**src/rtl/operand_bus_arbiter_pkg.sv**
```systemverilog
// Shared types and default sizing for the operand bus arbiter.
package operand_bus_arbiter_pkg;

    localparam int unsigned DEF_DATA_W   = 16;
    localparam int unsigned DEF_NREQ     = 4;
    localparam int unsigned DEF_MAX_HOLD = 4;

    typedef enum logic {
        IDLE = 1'b0,
        OWN  = 1'b1
    } arb_state_t;

    // Index width for n entries; never below one bit.
    function automatic int unsigned idx_w(input int unsigned n);
        return (n > 32'd1) ? 32'($clog2(n)) : 32'd1;
    endfunction

endpackage

```
**src/rtl/operand_bus_arbiter_if.sv**
```systemverilog
// Requester-side and ALU-side handshake bundle of the operand bus arbiter.
interface operand_bus_arbiter_if #(
    parameter int unsigned DATA_W = 16,
    parameter int unsigned NREQ   = 4
);
    logic [NREQ-1:0]        req;
    logic [NREQ*DATA_W-1:0] req_data;
    logic [NREQ-1:0]        req_last;
    logic [NREQ-1:0]        gnt;
    logic [NREQ-1:0]        req_ack;
    logic [DATA_W-1:0]      out_data;
    logic                   out_valid;
    logic                   out_ready;
    logic                   busy;

    modport master (
        output req, req_data, req_last, out_ready,
        input  gnt, req_ack, out_data, out_valid, busy
    );

    modport slave (
        input  req, req_data, req_last, out_ready,
        output gnt, req_ack, out_data, out_valid, busy
    );
endinterface

```
**src/rtl/operand_bus_arbiter_rr_pick.sv**
```systemverilog
// Combinational round-robin picker: first set request at or after ptr, wrapping at NREQ.
module operand_bus_arbiter_rr_pick #(
    parameter int unsigned NREQ  = 4,
    parameter int unsigned IDX_W = 2
) (
    input  logic [NREQ-1:0]  req,
    input  logic [IDX_W-1:0] ptr,
    output logic [IDX_W-1:0] idx,
    output logic             any
);

    int unsigned j;

    // Explicit modulo compare keeps non-power-of-two NREQ correct.
    always_comb begin
        idx = '0;
        any = 1'b0;
        j   = 0;
        for (int unsigned k = 0; k < NREQ; k++) begin
            j = 32'(ptr) + k;
            if (j >= NREQ) begin
                j = j - NREQ;
            end
            if (!any && req[IDX_W'(j)]) begin
                any = 1'b1;
                idx = IDX_W'(j);
            end
        end
    end

endmodule

```
**src/rtl/operand_bus_arbiter.sv**
```systemverilog
// Round-robin, burst-bounded arbiter feeding one registered operand slot toward the ALU.
module operand_bus_arbiter
    import operand_bus_arbiter_pkg::*;
#(
    parameter int unsigned DATA_W   = DEF_DATA_W,
    parameter int unsigned NREQ     = DEF_NREQ,
    parameter int unsigned MAX_HOLD = DEF_MAX_HOLD
) (
    input logic                 clk,
    input logic                 rst_n,
    operand_bus_arbiter_if.slave bus
);

    localparam int unsigned IDX_W = idx_w(NREQ);
    localparam int unsigned CNT_W = idx_w(MAX_HOLD);

    arb_state_t        state_q, state_d;
    logic [IDX_W-1:0]  ptr_q, ptr_d;
    logic [IDX_W-1:0]  owner_q, owner_d;
    logic [CNT_W-1:0]  cnt_q, cnt_d;
    logic [NREQ-1:0]   gnt_q, gnt_d;
    logic              out_valid_q, out_valid_d;
    logic [DATA_W-1:0] out_data_q, out_data_d;
    logic              busy_q, busy_d;

    logic              out_free;
    logic              accept;
    logic              release_c;
    logic [IDX_W-1:0]  pick_idx;
    logic              pick_any;
    logic [IDX_W-1:0]  owner_next;

    operand_bus_arbiter_rr_pick #(
        .NREQ  (NREQ),
        .IDX_W (IDX_W)
    ) u_pick (
        .req (bus.req),
        .ptr (ptr_q),
        .idx (pick_idx),
        .any (pick_any)
    );

    assign out_free   = !out_valid_q || bus.out_ready;
    assign accept     = gnt_q[owner_q] && bus.req[owner_q] && out_free;
    assign owner_next = (owner_q == IDX_W'(NREQ - 1)) ? '0 : owner_q + IDX_W'(1);

    // Next-state, grant and output-slot update.
    always_comb begin
        state_d     = state_q;
        ptr_d       = ptr_q;
        owner_d     = owner_q;
        cnt_d       = cnt_q;
        gnt_d       = gnt_q;
        out_valid_d = out_valid_q;
        out_data_d  = out_data_q;
        release_c   = 1'b0;

        if (out_valid_q && bus.out_ready) begin
            out_valid_d = 1'b0;
        end
        if (accept) begin
            out_valid_d = 1'b1;
            out_data_d  = bus.req_data[32'(owner_q) * DATA_W +: DATA_W];
            cnt_d       = cnt_q + CNT_W'(1);
        end

        case (state_q)
            IDLE: begin
                gnt_d = '0;
                if (pick_any) begin
                    owner_d = pick_idx;
                    gnt_d   = NREQ'(1) << pick_idx;
                    cnt_d   = '0;
                    state_d = OWN;
                end
            end
            OWN: begin
                release_c = (accept && (bus.req_last[owner_q] || cnt_q == CNT_W'(MAX_HOLD - 1)))
                            || !bus.req[owner_q];
                if (release_c) begin
                    state_d = IDLE;
                    gnt_d   = '0;
                    ptr_d   = owner_next;
                    cnt_d   = '0;
                end
            end
            default: begin
                state_d = IDLE;
                gnt_d   = '0;
            end
        endcase

        busy_d = (state_d == OWN);
    end

    always_ff @(posedge clk or negedge rst_n) begin
        if (!rst_n) begin
            state_q     <= IDLE;
            ptr_q       <= '0;
            owner_q     <= '0;
            cnt_q       <= '0;
            gnt_q       <= '0;
            out_valid_q <= 1'b0;
            out_data_q  <= '0;
            busy_q      <= 1'b0;
        end else begin
            state_q     <= state_d;
            ptr_q       <= ptr_d;
            owner_q     <= owner_d;
            cnt_q       <= cnt_d;
            gnt_q       <= gnt_d;
            out_valid_q <= out_valid_d;
            out_data_q  <= out_data_d;
            busy_q      <= busy_d;
        end
    end

    assign bus.gnt       = gnt_q;
    assign bus.req_ack   = accept ? (NREQ'(1) << owner_q) : '0;
    assign bus.out_data  = out_data_q;
    assign bus.out_valid = out_valid_q;
    assign bus.busy      = busy_q;

endmodule

```
**src/flat_wrapper.sv**
```systemverilog
// flat-port wrapper written by rule: the top's interface ports become plain ports
module operand_bus_arbiter_flat import operand_bus_arbiter_pkg::*;
#(
    parameter int unsigned DATA_W   = DEF_DATA_W,
    parameter int unsigned NREQ     = DEF_NREQ,
    parameter int unsigned MAX_HOLD = DEF_MAX_HOLD
)
  (clk, rst_n, bus_req, bus_req_data, bus_req_last, bus_out_ready, bus_gnt, bus_req_ack, bus_out_data, bus_out_valid, bus_busy);
  operand_bus_arbiter_if #(.DATA_W(DATA_W), .NREQ(NREQ)) bus_i ();
  input logic clk;
  input logic rst_n;
  input wire logic [$bits(bus_i.req)-1:0] bus_req;
  input wire logic [$bits(bus_i.req_data)-1:0] bus_req_data;
  input wire logic [$bits(bus_i.req_last)-1:0] bus_req_last;
  input wire logic [$bits(bus_i.out_ready)-1:0] bus_out_ready;
  output wire logic [$bits(bus_i.gnt)-1:0] bus_gnt;
  output wire logic [$bits(bus_i.req_ack)-1:0] bus_req_ack;
  output wire logic [$bits(bus_i.out_data)-1:0] bus_out_data;
  output wire logic [$bits(bus_i.out_valid)-1:0] bus_out_valid;
  output wire logic [$bits(bus_i.busy)-1:0] bus_busy;
  assign bus_i.req = bus_req;
  assign bus_i.req_data = bus_req_data;
  assign bus_i.req_last = bus_req_last;
  assign bus_i.out_ready = bus_out_ready;
  assign bus_gnt = bus_i.gnt;
  assign bus_req_ack = bus_i.req_ack;
  assign bus_out_data = bus_i.out_data;
  assign bus_out_valid = bus_i.out_valid;
  assign bus_busy = bus_i.busy;
  operand_bus_arbiter #(.DATA_W(DATA_W), .NREQ(NREQ), .MAX_HOLD(MAX_HOLD)) u_core (.clk(clk), .rst_n(rst_n), .bus(bus_i));
endmodule
```
**config.mk**
```make
export PLATFORM = sky130hd
export DESIGN_NAME = operand_bus_arbiter_flat
export DESIGN_NICKNAME = d
export VERILOG_FILES = /design/src/rtl/operand_bus_arbiter_pkg.sv /design/src/rtl/operand_bus_arbiter_if.sv /design/src/rtl/operand_bus_arbiter_rr_pick.sv /design/src/rtl/operand_bus_arbiter.sv /design/src/flat_wrapper.sv
export SDC_FILE = /design/constraint.sdc
export NUM_CORES = 1
export LEC_CHECK = 0
export CAP_MARGIN = 40
export CELL_PAD_IN_SITES_DETAIL_PLACEMENT = 1
export CELL_PAD_IN_SITES_GLOBAL_PLACEMENT = 1
export CORE_ASPECT_RATIO = 1.25
export CORE_UTILIZATION = 26
export CTS_CLUSTER_SIZE = 12
export DETAILED_ROUTE_END_ITERATION = 16
export PLACE_DENSITY = 0.74
export SYNTH_ARGS = -nofsm -noshare
export SYNTH_HDL_FRONTEND = slang
export SYNTH_SLANG_ARGS = --single-unit
```
**constraint.sdc**
```tcl
create_clock -name clk -period 1.9 [get_ports clk]
set_clock_uncertainty 0.1 [all_clocks]
set_input_delay 0.38 -clock clk [delete_from_list [all_inputs] [get_ports clk]]
set_output_delay 0.38 -clock clk [all_outputs]
set_load 0.02 [all_outputs]
```
==> results of run 1 <==
==> layer usage <==
| layer | vias to the layer above | track usage |
|---|---|---|
| met1 | 822 | 0.170 |
| met4 | 0 | 0.0497 |
| met3 | 6 | 0.0300 |
| li1 | 767 | - |
| met2 | 55 | 0.308 |
| met5 | - | 0 |
==> power by group <==
group | internal, mW | switching, mW
clock | 0.186 | 0.190
sequential | 0.885 | 0.196
combinational | 1.67 | 1.29
total | 2.74 | 1.67
==> layout make-up <==
cell class | instances | area, µm² | area share
Timing Repair Buffer | 132 | 1260 | 0.392
Multi-Input combinational cell | 90 | 1060 | 0.329
Sequential cell | 28 | 702 | 0.217
Tap cell | 87 | 109 | 0.0337
Clock buffer | 4 | 55.1 | 0.0170
Inverter | 10 | 37.5 | 0.0116
==> placed cells by master (no fill, tap or decap), types with 3 or more instances in the layout <==
cell | synthesis | routed
sky130_fd_sc_hd__clkdlybuf4s50_1 | 0 | 91
sky130_fd_sc_hd__dfrtp_1 | 28 | 27
sky130_fd_sc_hd__buf_4 | 2 | 25
sky130_fd_sc_hd__mux4_2 | 17 | 17
sky130_fd_sc_hd__mux2_1 | 19 | 16
sky130_fd_sc_hd__inv_1 | 10 | 10
sky130_fd_sc_hd__buf_6 | 1 | 8
sky130_fd_sc_hd__nor2_1 | 9 | 7
sky130_fd_sc_hd__ha_1 | 5 | 5
sky130_fd_sc_hd__mux2_4 | 1 | 4
sky130_fd_sc_hd__nand2_1 | 4 | 4
sky130_fd_sc_hd__clkbuf_8 | 0 | 4
sky130_fd_sc_hd__nand2b_1 | 3 | 3
sky130_fd_sc_hd__mux2i_1 | 3 | 3
sky130_fd_sc_hd__a21oi_1 | 3 | 3
sky130_fd_sc_hd__dlygate4sd2_1 | 0 | 3
==> cells by family (layout without fill, tap and decap cells) <==
| group | after synthesis | count (layout) |
|---|---|---|
| simple gates | 23 | 23 |
| fa+ha+maj | 5 | 5 |
| mux | 40 | 40 |
| xor+xnor | 1 | 1 |
| buf+inv | 17 | 146 |
| compound gates | 21 | 21 |
| flops | 28 | 28 |
==> registers in the layout, summed over array words and instances (netlist names) <==
register / flops
u_core.bus.gnt: 4
u_core.bus.out_data: 16
u_core.bus.out_valid: 1
u_core.cnt_q: 2
u_core.owner_q: 2
u_core.ptr_q: 2
u_core.state_q: 1
==> what timing repair did <==
item,4_1_cts,5_1_grt
gates resized for setup,24,21
gates cloned,0,0
pin swaps,2,4
buffers inserted,1,6
endpoints found under the setup margin,28,30
==> stage by stage <==
stage	area [µm²]	TNS, ns
global placement	3040	-11.32
finish	3230	-5.81
detailed placement	3040	-12.30
CTS	3100	-5.34
floorplan	1800	-0.159
global route	3230	-7.38
==> cells in the mapped netlist <==
library cell / instances / area share
sky130_fd_sc_hd__a211oi_1: 2 / 0.0084
sky130_fd_sc_hd__a21o_1: 2 / 0.0084
sky130_fd_sc_hd__a21oi_1: 3 / 0.0084
sky130_fd_sc_hd__a221o_1: 1 / 0.0056
sky130_fd_sc_hd__a22o_1: 2 / 0.0098
sky130_fd_sc_hd__a31o_2: 1 / 0.0049
sky130_fd_sc_hd__a31oi_1: 1 / 0.0035
sky130_fd_sc_hd__and3_4: 1 / 0.0063
sky130_fd_sc_hd__buf_2: 2 / 0.0056
sky130_fd_sc_hd__buf_4: 2 / 0.0084
sky130_fd_sc_hd__buf_6: 1 / 0.0063
sky130_fd_sc_hd__clkbuf_1: 2 / 0.0042
sky130_fd_sc_hd__dfrtp_1: 28 / 0.39
sky130_fd_sc_hd__ha_1: 5 / 0.035
sky130_fd_sc_hd__inv_1: 10 / 0.021
sky130_fd_sc_hd__mux2_1: 19 / 0.12
sky130_fd_sc_hd__mux2_4: 1 / 0.0084
sky130_fd_sc_hd__mux2i_1: 3 / 0.017
sky130_fd_sc_hd__mux4_2: 17 / 0.21
sky130_fd_sc_hd__nand2_1: 4 / 0.0084
sky130_fd_sc_hd__nand2b_1: 3 / 0.010
sky130_fd_sc_hd__nand2b_4: 1 / 0.0077
sky130_fd_sc_hd__nor2_1: 9 / 0.019
sky130_fd_sc_hd__nor2b_1: 2 / 0.0070
sky130_fd_sc_hd__nor3_2: 2 / 0.011
sky130_fd_sc_hd__o211a_2: 1 / 0.0056
sky130_fd_sc_hd__o21ai_0: 2 / 0.0056
sky130_fd_sc_hd__o21ai_2: 1 / 0.0049
sky130_fd_sc_hd__o21ai_4: 1 / 0.0091
sky130_fd_sc_hd__o22ai_1: 2 / 0.0070
sky130_fd_sc_hd__o2bb2ai_1: 2 / 0.0098
sky130_fd_sc_hd__or3_1: 1 / 0.0035
sky130_fd_sc_hd__xor2_1: 1 / 0.0049
==> worst min path at each step <==
stage                                             from                                  end  depth (start not counted)
floorplan                                        rst_n        u_core.bus.gnt[0]$_DFFE_PN0P_                          0
global route                                     rst_n  u_core.bus.out_data[12]$_DFFE_PN0P_                          2
detailed placement  u_core.bus.out_data[7]$_DFFE_PN0P_   u_core.bus.out_data[7]$_DFFE_PN0P_                          1
finish                                           rst_n  u_core.bus.out_data[12]$_DFFE_PN0P_                          2
global placement    u_core.bus.out_data[0]$_DFFE_PN0P_   u_core.bus.out_data[0]$_DFFE_PN0P_                          1
CTS                                              rst_n  u_core.bus.out_data[12]$_DFFE_PN0P_                          2
==> results.toml, run 1 <==
[timing]
hold_ws_ns = 0.380
maximum_clock_frequency_mhz = 457
maxSlewHeadroom = 0.744
hold_viol = 0
max_slew.worst_pin.slew_ns = 0.374
fin_crit_sh = 1.15
setup-violations-final = 27
rsz0062_at_grt = "true"
worst_slack_ns = -0.286
timing.final.max_slew_violations = 0
final_period_minus_worst_setup_slack_ns = 2.19

[setup_path]
cp_data_arrival_time_ns = 1.71
crit_path_start_kind = "flop"
critical-path-slowest-cell = "sky130_fd_sc_hd__dfrtp_2"
endpoint_kind = "output port"
critical_path.max_fanout = 6
crit_buf_inv = 1
ff2ff_path_depth = 7
timing_worst_setup_path_type = "reg -> out"
path_cells = "mux2_4 > and3_4 > o21ai_4 > nor2_1 > buf_2"
path_delay_family = "flip-flops"
slowest_delay_ns = 0.45
critical_path_required_ns = 1.42
cp.depth = 5
critical_path.reg2reg.startpoint = "u_core.owner_q[1]$_DFFE_PN0P_"
worst_setup_path_end = "bus_req_ack[0]"
cp-startpoint = "u_core.owner_q[1]$_DFFE_PN0P_"
worst-r2r-setup-slack_ns = -0.25
worstReg2RegEnd = "u_core.bus.out_data[14]$_DFFE_PN0P_"

[floorplan]
die_height_um = 94.7
placementRows = 33
pin_count = 101
dieWidth_um = 76.2
fp.coreArea_mm2 = 0.00661
floorplan.die_area_mm2 = 0.00722
starting_density_of_the_core = 0.271

[clock_network]
clockBufferDepth = 2
postCtsHoldBufs = 0
cts-htree-levels = 1
clk_pin_slew_ns = 0.10
cts_inserted_buffers = 3
clock_tree_from_tritoncts = "done"
cts.sinks = 28
clock_insertion_delay_at_the_later_pin_of_the_skew_report_ns = 0.28
cts-root-buf = "sky130_fd_sc_hd__clkbuf_8"

[finish]
drive_gt1_frac = 0.280
filler_cell_count = 718
layout-area-overhead-vs-synth_pct = 80.6
final_util = 0.489
instances_no_fill = 351
antenna_cells = 0
fin_nets = 345

[grt]
pin_count_of_the_biggest_net_entering_global_routing = 29
grt_pass1_vias = 1791
grt_overflow = 0
grt_first_pass_wirelength_um = 8870
antenna_found_initial = 0
grt.total_usage = 0.157

[detailed_routing]
wl_per_cell_um = 15.8
m1WireLength_um = 2130
detailedRoute.firstPassIterationCount = 4
route.met2.wl_um = 3080
post-route-drc-count = 0
maxUsedRoutingLayer = "met4"
route.vias.total = 1650
postRouteAntennaNets = 0
wl_um = 5530
drt-initial-drc-count = 44
dr_wl_met3_um = 258
route.detailed.vias_per_inst = 4.70

[placed_design]
numPlacedInstances = 340
dp_hpwl_um = 4440
i_o_buffers = 100
place.gp.congestion = 0.836
worst_setup_timing_slack_at_the_placement_stage_ns = -0.719

[power_and_ir_drop]
peakVddDrop_uv = 781
cellLeakagePower_nw = 1.38
power.density_mw_per_mm2 = 1370
total_power_mw = 4.41

[synth]
syn_area_mm2 = 0.00179
synth_simple_gate_area_frac = 0.0734
synth-xor-area-share = 0.00490
muxShareOfSynthArea = 0.359
synth_top_family_by_area = "multiplexers"
post_synth_num_cell_types = 33
synth_compound_area_frac = 0.0909
ys_warn_count = 0
synth_seq_area_share = 0.392
post_synthesis_adder_cell_area_fraction = 0.0350
avgSynthCellArea_um2 = 13.3
synth.ff_latch_count = 28
syn_nets = 215
netlist_instances = 135

[run_status]
status = "complete, but fails checks"
violations = "setup timing"

[flow_run]
maximum_capacitance_violations = 0

[worst_hold_path]
hold_class = "in -> async"
(Power assumes the default switching activity.)
==> inputs of run 2 (changes only) <==
PLACE_DENSITY = not set   (was 0.74)
PLACE_DENSITY_LB_ADDON = 0.1   (was not set)
==> run 2 against run 1 <==
  * Maximum frequency decreased by 2.7%
  * Final cell count is 0.85% higher
  * Sequential power about the same
  * Largest power group unchanged
  * Combinational power hardly changed
  * Cell area grew 0.15%
  * Total power is 2.6% higher
  * The run still ends with setup timing left
==> results.toml, run 2 (synthesized netlist as in run 1, its figures left out) <==
[run_status]
status = "complete, but fails checks"
violations = "setup timing"

[finish]
register_area_um2 = 702
final_util = 0.490
layout-area-overhead-vs-synth_pct = 80.8
fin_area_mm2 = 0.00324
drive_gt1_frac = 0.273
layout_common_cells = "sky130_fd_sc_hd__clkdlybuf4s50_1, sky130_fd_sc_hd__buf_4, sky130_fd_sc_hd__dfrtp_1, sky130_fd_sc_hd__mux2_1, sky130_fd_sc_hd__mux4_2"
multiInputGateArea_mm2 = 0.00102
largest_register_ffs = 16
instances_no_fill = 354
antenna_cells = 0
mostFrequentLayoutCell = "sky130_fd_sc_hd__clkdlybuf4s50_1"
fin_nets = 348
filler_cell_count = 716

[placed_design]
placed_cell_area_mm2 = 0.00307
dp_hpwl_um = 4900
place.gp.congestion = 0.820
numPlacedInstances = 343
i_o_buffers = 100

[grt]
pin_count_of_the_biggest_net_entering_global_routing = 29
grt_overflow = 0
antenna_found_initial = 0
grt_first_pass_wirelength_um = 9590
grt.total_usage = 0.173
grt_pass1_vias = 1908

[clock_network]
clk_pin_slew_ns = 0.11
cts-root-buf = "sky130_fd_sc_hd__clkbuf_8"
cts_inserted_buffers = 3
cts-htree-levels = 1
postCtsHoldBufs = 0
clock_insertion_delay_at_the_later_pin_of_the_skew_report_ns = 0.29
clockBufferDepth = 2
cts.sinks = 28
clock_tree_from_tritoncts = "done"

[setup_path]
endpoint_kind = "output port"
worst-r2r-setup-slack_ns = -0.29
critical_path.max_fanout = 7
timing_worst_setup_path_type = "reg -> out"
path_delay_family = "flip-flops"
crit_buf_inv = 1
critical-path-slowest-cell = "sky130_fd_sc_hd__dfrtp_2"
slowest_delay_ns = 0.48
critical_path_required_ns = 1.42
cp_data_arrival_time_ns = 1.77
crit_path_start_kind = "flop"
path_cells = "mux2_4 > and3_4 > o21ai_4 > nor2_1 > buf_2"

[floorplan]
dieWidth_um = 76.2
fp.coreArea_mm2 = 0.00661
placementRows = 33
pin_count = 101
die_height_um = 94.7
floorplan.die_area_mm2 = 0.00722
starting_density_of_the_core = 0.271

[power_and_ir_drop]
power.density_mw_per_mm2 = 1400
p_switching_mw = 1.71
power.share.combinational = 0.649
power_internal_mw = 2.82
fraction_of_power_spent_switching_nets = 0.378
clock_power_share = 0.109
peakVddDrop_uv = 704
p_seq_frac = 0.242
cellLeakagePower_nw = 1.39

[detailed_routing]
wl_per_cell_um = 17.4
post-route-drc-count = 0
detailedRoute.firstPassIterationCount = 3
route.detailed.vias_per_inst = 4.81
wl_um = 6170
drt-initial-drc-count = 32
postRouteAntennaNets = 0
route.vias.total = 1701

[timing]
final_period_minus_worst_setup_slack_ns = 2.25
fin_crit_sh = 1.18
maximum_clock_frequency_mhz = 445
timing.final.max_slew_violations = 0
setup-violations-final = 29
maxSlewHeadroom = 0.681
rsz0062_at_grt = "true"
worst_slack_ns = -0.346
hold_viol = 0
max_slew.worst_pin.slew_ns = 0.478

[worst_hold_path]
hold_class = "in -> async"

[flow_run]
maximum_capacitance_violations = 0
## run 2: what timing repair did
item	4_1_cts	5_1_grt
gates cloned	0	1
endpoints found under the setup margin	30	31
setup buffers	3	3
gates resized for setup	21	10
pin swaps	1	1
## run 2: power by group through the flow
stage	Combinational, mW	Sequential [mW]	Clock (mW)
finish	2.94	1.09	0.496
global route	3.17	1.14	0.532
detailed placement	2.79	1.10	0
floorplan	1.27	1.36	0
global placement	2.73	1.08	0
CTS	2.86	1.09	0.506
## run 2: stage by stage
stage	power [mW]	hold WS, ns	TNS [ns]	worst slack, ns
2_1_floorplan	2.63	-0.0156	-0.159	-0.0398
3_3_place_gp	3.81	0.374	-11.22	-0.680
3_5_place_dp	3.89	0.381	-12.38	-0.724
4_1_cts	4.46	0.406	-5.10	-0.339
5_1_grt	4.84	0.408	-7.98	-0.403
6_report	4.53	0.395	-5.92	-0.346
## run 2: path summary, 6_finish.rpt
path	startpoint	end	cells past startpoint
max	u_core.owner_q[1]$_DFFE_PN0P_	bus_req_ack[3]	5
min	rst_n	u_core.bus.out_data[7]$_DFFE_PN0P_	2
max reg2reg	u_core.owner_q[1]$_DFFE_PN0P_	u_core.bus.out_data[7]$_DFFE_PN0P_	7
min reg2reg	u_core.bus.out_data[14]$_DFFE_PN0P_	u_core.bus.out_data[14]$_DFFE_PN0P_	1
max in group asynchronous	rst_n	u_core.owner_q[1]$_DFFE_PN0P_	2
min in group clk	u_core.bus.out_data[14]$_DFFE_PN0P_	u_core.bus.out_data[14]$_DFFE_PN0P_	1
## run 2: layout make-up
cell class                      count  share of cell area
Multi-Input combinational cell     90               0.316
Sequential cell                    28               0.217
Timing Repair Buffer              135               0.400
Clock buffer                        3              0.0128
Tap cell                           87              0.0336
Clock inverter                      1             0.00928
Inverter                           10              0.0116
## run 2: worst reg2reg max path, stage by stage (launching register included)
cell and delay, ns:
sky130_fd_sc_hd__dfrtp_2 0.48, sky130_fd_sc_hd__mux2_4 0.32, sky130_fd_sc_hd__and3_4 0.18, sky130_fd_sc_hd__o21ai_4 0.24, sky130_fd_sc_hd__buf_4 0.17, sky130_fd_sc_hd__buf_6 0.08, sky130_fd_sc_hd__buf_4 0.16, sky130_fd_sc_hd__mux2_1 0.34
## run 2: layer usage
layer  up-vias  track usage  share of wire
met4         0       0.0577          0.020
met2        63        0.353           0.55
met1       850        0.176           0.38
li1        777            -              -
met5         -            0              0
met3        11       0.0319          0.048
